--- src/rtl/pipe_scheduler_if.sv ---
// Handshake bundle between the frame/game-state source and the pipe scheduler.
`timescale 1ns/1ps
interface pipe_scheduler_if;
  logic               frame_tick;
  logic [1:0]         game_status;
  logic signed [10:0] oxbuf;
  logic [10:0]        oybuf;
  logic               pipe_refresh;

  modport master (
    output frame_tick, game_status,
    input  oxbuf, oybuf, pipe_refresh
  );

  modport slave (
    input  frame_tick, game_status,
    output oxbuf, oybuf, pipe_refresh
  );
endinterface

--- src/rtl/pipe_scheduler.sv ---
// Pipe obstacle scheduler: scrolls the pipe left once per movement step while playing and
// respawns it at the right edge with an LFSR-derived gap height.
`timescale 1ns/1ps
module pipe_scheduler #(
  parameter int         SCREEN_W        = 640,
  parameter int         PIPE_W          = 64,
  parameter int         STEP            = 2,
  parameter int         FRAMES_PER_STEP = 1,
  parameter int         Y_INIT          = 200,
  parameter int         Y_MIN           = 80,
  parameter logic [7:0] LFSR_SEED       = 8'hA5
) (
  input logic             clock,
  input logic             reset,
  pipe_scheduler_if.slave bus
);

  localparam int CNT_W = (FRAMES_PER_STEP > 1) ? $clog2(FRAMES_PER_STEP) : 1;
  localparam logic [CNT_W-1:0]  CNT_MAX = CNT_W'(FRAMES_PER_STEP - 1);
  localparam logic signed [10:0] X_SPAWN = 11'(SCREEN_W);
  localparam logic signed [10:0] X_LIMIT = 11'(-PIPE_W);
  localparam logic signed [10:0] X_STEP  = 11'(STEP);
  localparam logic [10:0]        Y_RESET = 11'(Y_INIT);
  localparam logic [10:0]        Y_BASE  = 11'(Y_MIN);

  typedef enum logic [1:0] {
    IDLE   = 2'd0,
    RUN    = 2'd1,
    FREEZE = 2'd2
  } state_t;

  state_t             r_state;
  logic signed [10:0] r_oxbuf;
  logic [10:0]        r_oybuf;
  logic               r_refresh;
  logic [CNT_W-1:0]   r_frameCnt;
  logic [7:0]         r_lfsr;

  state_t             w_nextState;
  logic signed [10:0] w_nextX;
  logic               w_respawn;
  logic               w_stepDue;
  logic [7:0]         w_lfsrNext;
  logic [10:0]        w_respawnY;

  assign bus.oxbuf        = r_oxbuf;
  assign bus.oybuf        = r_oybuf;
  assign bus.pipe_refresh = r_refresh;

  // The status seen on an edge decides that edge's behaviour, so decode it combinationally.
  always_comb begin
    w_nextState = IDLE;
    case (bus.game_status)
      2'd2:    w_nextState = RUN;
      2'd3:    w_nextState = FREEZE;
      default: w_nextState = IDLE;
    endcase
    w_stepDue  = (r_frameCnt == CNT_MAX);
    w_nextX    = r_oxbuf - X_STEP;
    w_respawn  = (w_nextX <= X_LIMIT);
    w_lfsrNext = {r_lfsr[6:0], r_lfsr[7] ^ r_lfsr[5] ^ r_lfsr[4] ^ r_lfsr[3]};
    w_respawnY = Y_BASE + {3'b000, r_lfsr};
  end

  always_ff @(posedge clock or posedge reset) begin
    if (reset) begin
      r_state    <= IDLE;
      r_oxbuf    <= X_SPAWN;
      r_oybuf    <= Y_RESET;
      r_refresh  <= 1'b0;
      r_frameCnt <= '0;
      r_lfsr     <= LFSR_SEED;
    end else begin
      r_state   <= w_nextState;
      r_refresh <= 1'b0;
      if (bus.frame_tick) begin
        r_lfsr <= w_lfsrNext;
      end
      case (w_nextState)
        IDLE: begin
          // Positions are constant while idle; only reload them when leaving another state.
          if (r_state != IDLE) begin
            r_oxbuf    <= X_SPAWN;
            r_oybuf    <= Y_RESET;
            r_frameCnt <= '0;
          end
        end
        RUN: begin
          if (bus.frame_tick) begin
            if (w_stepDue) begin
              r_frameCnt <= '0;
              if (w_respawn) begin
                r_oxbuf   <= X_SPAWN;
                r_oybuf   <= w_respawnY;
                r_refresh <= 1'b1;
              end else begin
                r_oxbuf <= w_nextX;
              end
            end else begin
              r_frameCnt <= r_frameCnt + CNT_W'(1);
            end
          end
        end
        default: begin
        end
      endcase
    end
  end

endmodule

--- src/flat_wrapper.sv ---
// flat-port wrapper written by rule: the top's interface ports become plain ports
module pipe_scheduler_flat 
#(
  parameter int         SCREEN_W        = 640,
  parameter int         PIPE_W          = 64,
  parameter int         STEP            = 2,
  parameter int         FRAMES_PER_STEP = 1,
  parameter int         Y_INIT          = 200,
  parameter int         Y_MIN           = 80,
  parameter logic [7:0] LFSR_SEED       = 8'hA5
)
  (clock, reset, bus_frame_tick, bus_game_status, bus_oxbuf, bus_oybuf, bus_pipe_refresh);
  pipe_scheduler_if bus_i ();
  input logic clock;
  input logic reset;
  input wire logic [$bits(bus_i.frame_tick)-1:0] bus_frame_tick;
  input wire logic [$bits(bus_i.game_status)-1:0] bus_game_status;
  output wire logic [$bits(bus_i.oxbuf)-1:0] bus_oxbuf;
  output wire logic [$bits(bus_i.oybuf)-1:0] bus_oybuf;
  output wire logic [$bits(bus_i.pipe_refresh)-1:0] bus_pipe_refresh;
  assign bus_i.frame_tick = bus_frame_tick;
  assign bus_i.game_status = bus_game_status;
  assign bus_oxbuf = bus_i.oxbuf;
  assign bus_oybuf = bus_i.oybuf;
  assign bus_pipe_refresh = bus_i.pipe_refresh;
  pipe_scheduler #(.SCREEN_W(SCREEN_W), .PIPE_W(PIPE_W), .STEP(STEP), .FRAMES_PER_STEP(FRAMES_PER_STEP), .Y_INIT(Y_INIT), .Y_MIN(Y_MIN), .LFSR_SEED(LFSR_SEED)) u_core (.clock(clock), .reset(reset), .bus(bus_i));
endmodule
--- config.mk ---
export PLATFORM = sky130hd
export DESIGN_NAME = pipe_scheduler_flat
export DESIGN_NICKNAME = d
export VERILOG_FILES = /design/src/rtl/pipe_scheduler_if.sv /design/src/rtl/pipe_scheduler.sv /design/src/flat_wrapper.sv
export SDC_FILE = /design/constraint.sdc
export NUM_CORES = 1
export LEC_CHECK = 0
export CAP_MARGIN = 20
export CORE_MARGIN = 4
export CORE_UTILIZATION = 25
export DETAILED_ROUTE_END_ITERATION = 12
export HOLD_SLACK_MARGIN = 0.08
export SYNTH_ARGS = -nofsm -noshare
export SYNTH_HDL_FRONTEND = slang
export SYNTH_SLANG_ARGS = --single-unit
--- constraint.sdc ---
create_clock -name clock -period 7 [get_ports clock]
set_input_delay 0.7 -clock clock [delete_from_list [all_inputs] [get_ports clock]]
set_output_delay 0.7 -clock clock [all_outputs]
set_load 0.01 [all_outputs]
Word level (Yosys, flattened, before mapping)
Cells that the tools add are included.
- logic and storage cells: 45
- bits of input ports: 5
- register bits: 34
- order comparisons: 1
- multiplexer cells: 19
- equal/unequal tests: 7
- bitwise gates (word level): 3
- add/sub/neg operators: 3
- reductions and logical operators: 6
- operators by type and width (cell ; number):
    $mux W11 ; 8
    $pmux W11 S2 ; 2
    $le A11 B7 Y1 const B ; 1
    $sub A11 B3 Y11 const B ; 1
    $add A7 B8 Y9 const A ; 1
    $mux W1 ; 7
    $reduce_and A5 Y1 ; 1
    $eq A2 B2 Y1 const B ; 2
    $ne A2 B1 Y1 const B ; 2
    $ne A2 B2 Y1 const B ; 2
    $pmux W2 S2 ; 1
    $reduce_and A4 Y1 ; 1
    $reduce_bool A2 Y1 ; 2
    $reduce_and A3 Y1 ; 1
    $xor A1 B1 Y1 ; 3
    $eq A2 B1 Y1 const B ; 1
    $logic_not A2 Y1 ; 1
    $pmux W1 S2 ; 1
    $add A1 B1 Y1 const B ; 1

Depth between registers and ports, before layout
Gate-level depths: netlist of run 1.
- word-level depth: 6
- mapped depth: 10
- depth with buffers taken out: 8

Least setup slack after synthesis of run 1
OpenSTA, ideal clock, no wires.
- path kind: reg2reg
- start point: register u_core.r_oxbuf[3] (netlist: u_core.bus.oxbuf[3])
- end point: register u_core.r_oybuf[4] (netlist: u_core.bus.oybuf[4])
- period minus slack after synthesis: 2.288 ns
- arrival: 2.160 ns
- stages on the path, launching flop included: 9
- library setup time: 0.127 ns
- path slack: 4.712 ns
- path through: dfrtp_1 -> clkbuf_1 -> or4_1 -> nor3_2 -> xor2_2 -> nand4_4 -> buf_2 -> nand3_1 -> o31ai_1
- longest elaborated chain between the ends: 4
- RTL lines (item ; line ; RTL):
    start: declaration ; pipe_scheduler.sv:33 ; logic signed [10:0] r_oxbuf;
    start signal: assignment ; pipe_scheduler.sv:97 ; r_oxbuf <= w_nextX;
    $sub A11 B3 Y11 ; pipe_scheduler.sv:59 ; w_nextX = r_oxbuf - X_STEP;
    $le A11 B7 Y1 ; pipe_scheduler.sv:60 ; w_respawn = (w_nextX <= X_LIMIT);
    $ne A2 B1 Y1 (no source line) ; -- ;
    $reduce_and A5 Y1 (no source line) ; -- ;
    end signal: assignment ; pipe_scheduler.sv:94 ; r_oybuf <= w_respawnY;
    end: declaration ; pipe_scheduler.sv:34 ; logic [10:0] r_oybuf;
Every way passes these cells.
A chain may end at the register's enable or synchronous reset.

Worst setup path after layout of run 1
- start point: register u_core.r_oxbuf[1] (netlist: u_core.bus.oxbuf[1])
- end point: register u_core.r_oxbuf[7] (netlist: u_core.bus.oxbuf[7])
- longest elaborated chain between the ends: 6
- RTL lines (item ; line ; RTL):
    $sub A11 B3 Y11 * ; pipe_scheduler.sv:59 ;
    $le A11 B7 Y1 ; pipe_scheduler.sv:60 ;
    $mux W11 * ; pipe_scheduler.sv:92 ; if (w_respawn) begin
    $mux W11 * ; pipe_scheduler.sv:90 ; if (w_stepDue) begin
    $mux W11 * ; pipe_scheduler.sv:89 ; if (bus.frame_tick) begin
    $pmux W11 S2 * ; pipe_scheduler.sv:79 ; case (w_nextState)
Every way passes the cells marked *; elsewhere a longest branch is shown, timed or not. The select of a mux whose other input is x is not followed.

==> impl_metrics.env, run 1 <==
export IMPL_min_period_over_period_pct=36.0
export IMPL_numCtsBuffers=5
export IMPL_wl_um=3180
export IMPL_rows=28
export IMPL_fillCellCount=618
export IMPL_cp_max_fo=11
export IMPL_synthSimpleGateAreaFrac_pct=17.5
export IMPL_peakVddDrop_mv=0.0937
export IMPL_hold_viol=0
export IMPL_area_growth_pct=24.5
export IMPL_comb_power_share_pct=28.5
export IMPL_min_period_ps=2520
export IMPL_ys_seq_elements=30
export IMPL_drc_errors=0
export IMPL_synthCells=149
export IMPL_postLayoutCoreUtil_pct=32.2
export IMPL_dpl_hpwl_um=2200
export IMPL_fin_setup_tns_ps=0
export IMPL_r2r_cells=6
export IMPL_grt_max_degree=31
export IMPL_insertion_delay_ps=280
export IMPL_vias=1127
export IMPL_hold_depth=2
export IMPL_synthMuxAreaShare_pct=5.76
export IMPL_final_cells=250
export IMPL_rsz0062_at_grt="false"
export IMPL_leakage_uw=0.000754
export IMPL_h_tree_depth=2
export IMPL_finalSetupViolCount=0
export IMPL_synth_avg_cell_area_um2=10.4
export IMPL_pin_count=28
export IMPL_power_frac_seq_pct=46.8
export IMPL_path_class="reg -> reg"
export IMPL_ys_seq_area_share_pct=49.4
export IMPL_die_h_um=86.6
export IMPL_worst_endpoint_arrival_ps=2740
export IMPL_grt_usage_pct=9.14
export IMPL_drive_gt1_share_pct=20.6
export IMPL_globalRoute_totalOverflow=0
export IMPL_crit_path_end_kind="register"
export IMPL_cts_repair_resized=0
export IMPL_dpl_cell_area_um2=1830
export IMPL_placed_cells=242
export IMPL_powerDensity_nw_per_um2=297
export IMPL_synth_compound_area_share_pct=14.7
export IMPL_worstHoldEndpoint="u_core.bus.oybuf[4]"
export IMPL_design_area_um2=1920
export IMPL_synth_top_family_by_area="simple AND/OR/NAND/NOR gates"
export IMPL_synth_cell_types=42
export IMPL_nets=181
export IMPL_die_width_um=86.6
export IMPL_r2r_slack_ps=4480
export IMPL_cts_tree="done"
export IMPL_synth_top_area_share_pct=34.1
export IMPL_maxSlewViolCount=0
export IMPL_avgRoutedWirePerCell_um=12.7
export IMPL_setup_worst_path_start="u_core.bus.oxbuf[1]"
export IMPL_clock_sinks=30
export IMPL_synth_xor_area_share_pct=5.03
export IMPL_r2r_end="u_core.bus.oxbuf[7]"
export IMPL_cts_hold_repair_buffers=0
export IMPL_p_int_uw=385
export IMPL_diodes=0
export IMPL_min_from="u_core.bus.oybuf[4]"
export IMPL_core_area_um2=5960
export IMPL_synth_warnings=0
export IMPL_required_ps=7220
export IMPL_synthTopCellsByArea="dfrtp_1 (34%), dfstp_2 (15%), mux2_2 (5.1%)"
export IMPL_tightest_slew_ps=532
export IMPL_p_switching_uw=186
export IMPL_critPathLaunchType="register"
export IMPL_synth_fa_ha_area_share_pct=1.62
export IMPL_multiInputGateArea_um2=699
export IMPL_grt_pass1_vias=1085
export IMPL_max_slew_margin_pct=64.4
export IMPL_die_area_um2=7490
export IMPL_numPortBuffers=24
export IMPL_regArea_um2=762
export IMPL_cts_buffer_depth=2
export IMPL_initial_core_util_pct=25.9
export IMPL_gp_congestion=0.801
export IMPL_max_freq_ghz=0.397
export IMPL_vias_per_cell=4.51
export IMPL_max_cap_violations=0
export IMPL_fin_worst_skew_ps=9.41
export IMPL_antenna_found_initial=0
export IMPL_switching_share_pct=32.6
export IMPL_clkPwrFrac_pct=24.8
export IMPL_first_pass_iters=4
export IMPL_antenna_violating_nets_post_route=0
export IMPL_grt_pass1_wl_um=5270
export IMPL_cts_root_buf="clkbuf_8"
export IMPL_cts_setup_buffers=0
export IMPL_synth_area_um2=1540
export IMPL_worstHoldPathType="reg -> reg"
export IMPL_reg2reg_from="u_core.bus.oxbuf[1]"
export IMPL_synth_area_leader_cell="dfrtp_1"
export IMPL_clk_pin_slew_ps=60
export IMPL_drt_initial_drc_count=68
export IMPL_power_uw=571
export IMPL_outcome="complete, no violations"
==> how the worst max path moves through the flow <==
stage                                      to  slack [ps]  cells past startpoint
final                     u_core.bus.oxbuf[7]        4480                      6
after global routing      u_core.bus.oxbuf[7]        4310                      6
after CTS                 u_core.bus.oxbuf[5]        4470                      6
after detailed placement  u_core.bus.oxbuf[9]        4500                      6
after global placement    u_core.bus.oxbuf[9]        4510                      6
after floorplan           u_core.bus.oybuf[4]        4710                      8
==> power groups by stage <==
stage	registers [µW]	clock network (µW)	logic [µW]
finish	267	141	163
global route	273	158	184
CTS	266	147	165
detailed placement	269	0	163
global placement	269	0	164
floorplan	258	0	127
==> cell usage after synthesis (all sizes together) <==
library cell,instances
o311ai,1
a22o,1
and2,1
or3,2
xor2,1
ha,2
dfstp,9
mux2,7
nand2b,3
o31a,1
nor4,2
inv,7
o221ai,1
dfrtp,21
mux2i,1
xnor2,7
or4,3
a21oi,11
conb,1
nor3,6
a21o,1
clkbuf,1
buf,8
o21a,2
nand4,3
a2111oi,1
o21ai,10
o211ai,3
o31ai,1
or2,1
nand2,14
nand3,8
nor2,8
==> state kept, by name, summed over array words and instances (netlist names) <==
register	count
u_core.r_lfsr	8
u_core.bus.oxbuf	10
u_core.r_state	2
u_core.bus.oybuf	9
u_core.bus.pipe_refresh	1
==> cell type report <==
type	count	share of cell area, %
inverter	7	1.37
clock inverter	1	0.261
tap	75	4.89
sequential	30	39.7
timing repair buffer	25	12.9
multi-input combinational	105	36.4
clock buffer	7	4.50
==> layer usage <==
| layer | routed length [µm] | GRT usage (%) | up-vias |
|---|---|---|---|
| met2 | 1430 | 13.4 | 25 |
| met4 | 73 | 5.10 | 0 |
| met1 | 1510 | 11.7 | 526 |
| li1 | - | - | 571 |
| met3 | 165 | 3.14 | 5 |
| met5 | 0 | 0 | - |
==> critical path, stage by stage, from the launching register on <==
cell and delay (ps):
dfrtp_1 500, or4_1 590, a2111oi_2 400, o221ai_2 190, a21oi_2 460, a21oi_1 140, o21a_1 190
==> kinds of logic after synthesis <==
| kind of cell | count (synthesis) |
|---|---|
| buf+inv | 16 |
| mux | 8 |
| simple gates | 51 |
| xor+xnor | 8 |
| compound gates | 33 |
| other cells | 1 |
| flops | 30 |
| fa+ha+maj | 2 |
==> cell usage in the layout (no fill, tap or decap), types with 2 or more instances in the layout <==
cell / synthesis / layout
mux2_2: 7 / 7
nor2_1: 8 / 8
inv_1: 4 / 4
clkbuf_8: 0 / 6
clkdlybuf4s50_1: 0 / 24
nand2_1: 14 / 14
dfrtp_1: 21 / 21
a21oi_2: 2 / 2
dfstp_2: 9 / 9
nand4_1: 2 / 2
o21ai_1: 9 / 9
or3_1: 2 / 2
inv_2: 3 / 3
ha_1: 2 / 2
nand3_1: 8 / 8
o21a_1: 2 / 2
a21oi_1: 9 / 9
or4_1: 3 / 3
nor3_1: 5 / 5
o211ai_1: 2 / 2
nor4_1: 2 / 2
conb_1: 1 / 3
xnor2_1: 7 / 7
nand2b_1: 3 / 3
==> per-stage QoR <==
step	hold slack, ps	setup slack [ps]
2_1_floorplan	483	4710
3_3_place_gp	495	4510
3_5_place_dp	503	4500
4_1_cts	517	4470
5_1_grt	533	4310
6_report	507	4480
(Power assumes the default switching activity.)
==> run 2: changes to the inputs <==
==> constraint.sdc (replaced) <==
create_clock -name clock -period 2.45 [get_ports clock]
set_input_delay 0.245 -clock clock [delete_from_list [all_inputs] [get_ports clock]]
set_output_delay 0.245 -clock clock [all_outputs]
set_load 0.01 [all_outputs]
==> impl_metrics.env, run 2 (synthesis results as in run 1) <==
export IMPL_initial_core_util_pct=25.9
export IMPL_place_ws_ps=173
export IMPL_clk_pin_slew_ps=70
export IMPL_critical_path_slowest_cell="or4_1"
export IMPL_insertion_delay_ps=280
export IMPL_cts_hold_repair_buffers=0
export IMPL_numPortBuffers=24
export IMPL_die_area_um2=7490
export IMPL_leakage_uw=0.000813
export IMPL_numCtsBuffers=5
export IMPL_worstHoldPathType="in -> async"
export IMPL_drive_gt1_share_pct=24.2
export IMPL_tightest_slew_ps=580
export IMPL_fin_worst_skew_ps=4.95
export IMPL_maxSlewViolCount=0
export IMPL_h_tree_depth=2
export IMPL_fin_setup_tns_ps=0
export IMPL_cts_setup_buffers=0
export IMPL_layout_common_cells="clkdlybuf4s50_1 (24), dfrtp_1 (21), nand2_1 (14)"
export IMPL_critPathLaunchType="register"
export IMPL_powerDensity_nw_per_um2=931
export IMPL_pin_count=28
export IMPL_rows=28
export IMPL_r2r_slack_ps=150
export IMPL_grt_pass1_wl_um=5880
export IMPL_diodes=0
export IMPL_max_freq_ghz=0.436
export IMPL_peakVddDrop_mv=0.287
export IMPL_rsz0062_at_grt="false"
export IMPL_cts_repair_resized=0
export IMPL_antenna_violating_nets_post_route=0
export IMPL_grt_usage_pct=10.2
export IMPL_antenna_found_initial=0
export IMPL_cts_root_buf="clkbuf_8"
export IMPL_crit_path_end_kind="register"
export IMPL_first_pass_iters=4
export IMPL_use_met3_pct=3.33
export IMPL_vias_per_cell=4.43
export IMPL_worst_endpoint_arrival_ps=2470
export IMPL_finalSetupViolCount=0
export IMPL_fillCellCount=612
export IMPL_grt_pass1_vias=1178
export IMPL_vias=1139
export IMPL_area_growth_pct=31.2
export IMPL_cp_num_buf_inv=1
export IMPL_clock_sinks=30
export IMPL_cp_max_fo=11
export IMPL_wl_um=3320
export IMPL_cts_tree="done"
export IMPL_max_cap_violations=0
export IMPL_globalRoute_totalOverflow=0
export IMPL_cp_top_family="simple AND/OR/NAND/NOR gates"
export IMPL_cts_buffer_depth=2
export IMPL_avgRoutedWirePerCell_um=12.9
export IMPL_core_area_um2=5960
export IMPL_max_slew_margin_pct=61.2
export IMPL_gp_congestion=0.855
export IMPL_design_area_um2=2020
export IMPL_hold_ws_ps=264
export IMPL_min_period_over_period_pct=93.7
export IMPL_slowest_delay_ps=610
export IMPL_die_width_um=86.6
export IMPL_power_uw=1890
export IMPL_nets=188
export IMPL_drc_errors=0
export IMPL_grt_max_degree=20
export IMPL_path_class="reg -> reg"
export IMPL_outcome="complete, no violations"
export IMPL_top_usage_layer="met2"
export IMPL_required_ps=2620
export IMPL_hold_viol=0
export IMPL_use_met2_pct=15.5
export IMPL_largest_reg_flops=10
export IMPL_layout_commonest_cell="clkdlybuf4s50_1"
export IMPL_die_h_um=86.6
export IMPL_grt_use_met1_pct=13.0
export IMPL_min_period_ps=2300
export IMPL_worst_slack_ps=155
export IMPL_worstPathCellList="or4_1 > nor3_2 > xor2_2 > a21oi_2 > buf_4 > a21o_1 > a22o_1"
export IMPL_dpl_cell_area_um2=1880
export IMPL_dpl_hpwl_um=2390
export IMPL_drt_initial_drc_count=107
==> run 2: worst reg2reg max path, delay by kind of cell (launching register included) <==
kind	cells	cell delay (ps)
buf+inv	1	180
simple gates	2	860
compound gates	3	440
xor+xnor	1	270
flops	1	450
==> run 2: cell type report <==
cell class / instances / area [µm²] / area share (%)
Tap cell: 75 / 93.8 / 4.64
Inverter: 7 / 26.3 / 1.30
Clock buffer: 6 / 82.6 / 4.08
Multi-Input combinational cell: 105 / 699 / 34.5
Sequential cell: 30 / 762 / 37.6
Clock inverter: 2 / 60.1 / 2.97
Timing Repair Buffer: 32 / 300 / 14.8
==> run 2: metrics by stage <==
| step | utilization, % | std cells |
|---|---|---|
| floorplan | - | 151 |
| global placement | 31.6 | 249 |
| detailed placement | 31.6 | 249 |
| CTS | 34.0 | 257 |
| global route | 34.0 | 257 |
| finish | 34.0 | 257 |
==> run 2: where the power goes <==
part | internal, µW | switching [µW] | total [µW] | leakage [µW]
Combinational | 280 | 237 | 516 | 0.000371
Clock | 434 | 189 | 622 | 0.0000714
Sequential | 623 | 125 | 747 | 0.000371
Total | 1340 | 550 | 1890 | 0.000813
==> run 2: per-layer routing <==
| layer | wire length [µm] | vias to the layer above |
|---|---|---|
| li1 | - | 589 |
| met1 | 1570 | 518 |
| met2 | 1500 | 26 |
| met3 | 177 | 6 |
| met4 | 76 | 0 |
| met5 | 0 | - |
==> run 2: final timing paths <==
path | startpoint | to | cells past startpoint
setup / recovery | u_core.bus.oxbuf[4] | u_core.bus.oxbuf[8] | 7
hold / removal | reset | u_core.bus.oybuf[8] | 2
setup reg to reg | u_core.bus.oxbuf[4] | u_core.bus.oxbuf[8] | 7
hold reg to reg | u_core.bus.oybuf[4] | u_core.bus.oybuf[4] | 2
max in group asynchronous | reset | u_core.r_lfsr[7] | 3
min in group clock | u_core.bus.oybuf[4] | u_core.bus.oybuf[4] | 2
==> run 3: changes to the inputs <==
--- a/config.mk
+++ b/config.mk
@@ -5,10 +5,13 @@
 export SDC_FILE = /design/constraint.sdc
 export NUM_CORES = 1
 export LEC_CHECK = 0
+export ABC_AREA = 1
 export CAP_MARGIN = 20
+export CORE_ASPECT_RATIO = 1.2
 export CORE_MARGIN = 4
 export CORE_UTILIZATION = 25
 export DETAILED_ROUTE_END_ITERATION = 12
+export GPL_TIMING_DRIVEN = 0
 export HOLD_SLACK_MARGIN = 0.08
 export SYNTH_ARGS = -nofsm -noshare
 export SYNTH_HDL_FRONTEND = slang
==> impl_metrics.env, run 3 <==
export IMPL_required_ps=2620
export IMPL_die_h_um=98.5
export IMPL_first_pass_iters=4
export IMPL_design_area_um2=2200
export IMPL_nets=252
export IMPL_synth_area_um2=1710
export IMPL_drt_initial_drc_count=44
export IMPL_worstPathCellList="inv_1 > ha_1 > nand2_2 > xor2_1 > inv_1 > nand2_1 > nand3_4 > nand2_4 > nand2_2 > nand2_1 > nand2_1"
export IMPL_numCtsBuffers=5
export IMPL_powerDensity_nw_per_um2=791
export IMPL_die_area_um2=8210
export IMPL_dpl_cell_area_um2=2090
export IMPL_ys_seq_elements=30
export IMPL_async_reset_ff_share_pct=100
export IMPL_ys_seq_area_share_pct=44.7
export IMPL_area_growth_pct=28.8
export IMPL_synth_commonest_cells="nand2_1 (59), inv_1 (27), dfrtp_1 (21), nor2_1 (20), o21ai_0 (12)"
export IMPL_grt_max_degree=24
export IMPL_synth_edf_count=0
export IMPL_synth_warnings=0
export IMPL_cts_setup_buffers=0
export IMPL_rows=32
export IMPL_worst_endpoint_arrival_ps=1990
export IMPL_pin_count=28
export IMPL_insertion_delay_ps=280
export IMPL_synth_top_family_by_area="simple AND/OR/NAND/NOR gates"
export IMPL_yosys_most_used_dff="dfrtp_1"
export IMPL_initial_core_util_pct=26.1
export IMPL_path_class="reg -> reg"
export IMPL_core_area_um2=6530
export IMPL_vias=1373
export IMPL_fin_worst_skew_ps=5.71
export IMPL_synthTopCellsByArea="dfrtp_1 (31%), dfstp_2 (14%), nand2_1 (13%)"
export IMPL_layout_common_cells="nand2_1 (59), inv_1 (27), clkdlybuf4s50_1 (24)"
export IMPL_cts_buffer_depth=2
export IMPL_slowest_delay_ps=410
export IMPL_power_uw=1740
export IMPL_synthMuxAreaShare_pct=0
export IMPL_synth_top_area_share_pct=30.8
export IMPL_cp_max_fo=9
export IMPL_min_period_ps=1820
export IMPL_fin_setup_tns_ps=0
export IMPL_antenna_violating_nets_post_route=0
export IMPL_synth_fa_ha_area_share_pct=1.47
export IMPL_max_freq_ghz=0.549
export IMPL_synth_area_leader_cell="dfrtp_1"
export IMPL_die_width_um=83.4
export IMPL_cts_hold_repair_buffers=0
export IMPL_synthSimpleGateAreaFrac_pct=34.3
export IMPL_critPathLaunchType="register"
export IMPL_synth_xor_area_share_pct=2.57
export IMPL_critPathMostFrequentCell="nand2_1"
export IMPL_finalSetupViolCount=0
export IMPL_layout_commonest_cell="nand2_1"
export IMPL_antenna_found_initial=0
export IMPL_grt_pass1_wl_um=6460
export IMPL_grt_usage_pct=9.68
export IMPL_grt_pass1_vias=1372
export IMPL_crit_path_end_kind="register"
export IMPL_synth_compound_area_share_pct=6.60
export IMPL_worstHoldPathType="in -> async"
export IMPL_dpl_hpwl_um=2740
export IMPL_final_cells=331
export IMPL_maxSlewViolCount=0
export IMPL_max_cap_violations=0
export IMPL_h_tree_depth=2
export IMPL_outcome="complete, no violations"
export IMPL_wl_um=3600
export IMPL_leakage_uw=0.00103
export IMPL_hold_viol=0
export IMPL_numPortBuffers=24
export IMPL_min_period_over_period_pct=74.4
export IMPL_synthCells=211
export IMPL_gp_congestion=0.852
export IMPL_cts_tree="done"
export IMPL_avgRoutedWirePerCell_um=10.9
export IMPL_largest_reg_flops=10
export IMPL_clk_pin_slew_ps=70
export IMPL_clock_sinks=30
export IMPL_globalRoute_totalOverflow=0
export IMPL_critical_path_slowest_cell="dfrtp_1"
export IMPL_drc_errors=0
export IMPL_synth_avg_cell_area_um2=8.08
export IMPL_placed_cells=323
export IMPL_postLayoutCoreUtil_pct=33.7
export IMPL_cp_top_family="simple AND/OR/NAND/NOR gates"
export IMPL_cp_num_buf_inv=2
export IMPL_vias_per_cell=4.15
export IMPL_yosysMostFrequentCell="nand2_1"
export IMPL_diodes=0
export IMPL_synth_cell_types=28
export IMPL_rsz0062_at_grt="false"
export IMPL_cts_repair_resized=0
export IMPL_peakVddDrop_mv=0.289
export IMPL_cts_root_buf="clkbuf_8"
export IMPL_drive_gt1_share_pct=22.4
-- run 3: area by class of cell --
type	instances	area, µm²
timing repair buffer	25	268
sequential	30	762
clock buffer	8	110
multi-input combinational	145	777
tap	85	106
buffer	6	53.8
inverter	32	120
fill	698	4330
-- run 3: cells by family (layout without fill, tap and decap cells) --
family                     after synthesis  after routing
and+or+nand+nor                        114            114
adders and majority gates                2              2
buffers and inverters                   38             71
AOI/OAI and AO/OA                       21             21
DFF                                     30             30
xor gates and xnor gates                 5              5
other                                    1              3
-- run 3: per-stage QoR --
| stage | setup slack (ps) | hold WS (ps) |
|---|---|---|
| after floorplan | 798 | 321 |
| after global placement | 452 | 461 |
| after detailed placement | 452 | 465 |
| after CTS | 613 | 270 |
| after global routing | 376 | 290 |
| final | 628 | 264 |
-- run 3: metal layers --
layer | track usage, % | wire length, µm | vias to the layer above
met3 | 2.84 | 151 | 6
met4 | 3.14 | 44 | 0
met2 | 16.6 | 1860 | 27
met5 | 0 | 0 | -
li1 | - | - | 707
met1 | 11.6 | 1540 | 633
-- run 3: path summary, 6_finish.rpt --
path,startpoint,end,slack (ps),cells after the start
min reg2reg,u_core.bus.oybuf[3],u_core.bus.oybuf[3],470,2
max reg2reg,u_core.bus.oxbuf[1],u_core.bus.oybuf[8],630,11
min in group clock,u_core.bus.oybuf[3],u_core.bus.oybuf[3],470,2
max,u_core.bus.oxbuf[1],u_core.bus.oybuf[8],630,11
max in group asynchronous,reset,u_core.bus.oybuf[3],1660,3
min,reset,u_core.bus.oxbuf[2],260,2
-- run 3: where the power goes --
group	internal [µW]	switching [µW]
clock	283	185
sequential	615	96.4
combinational	256	302
total	1150	584
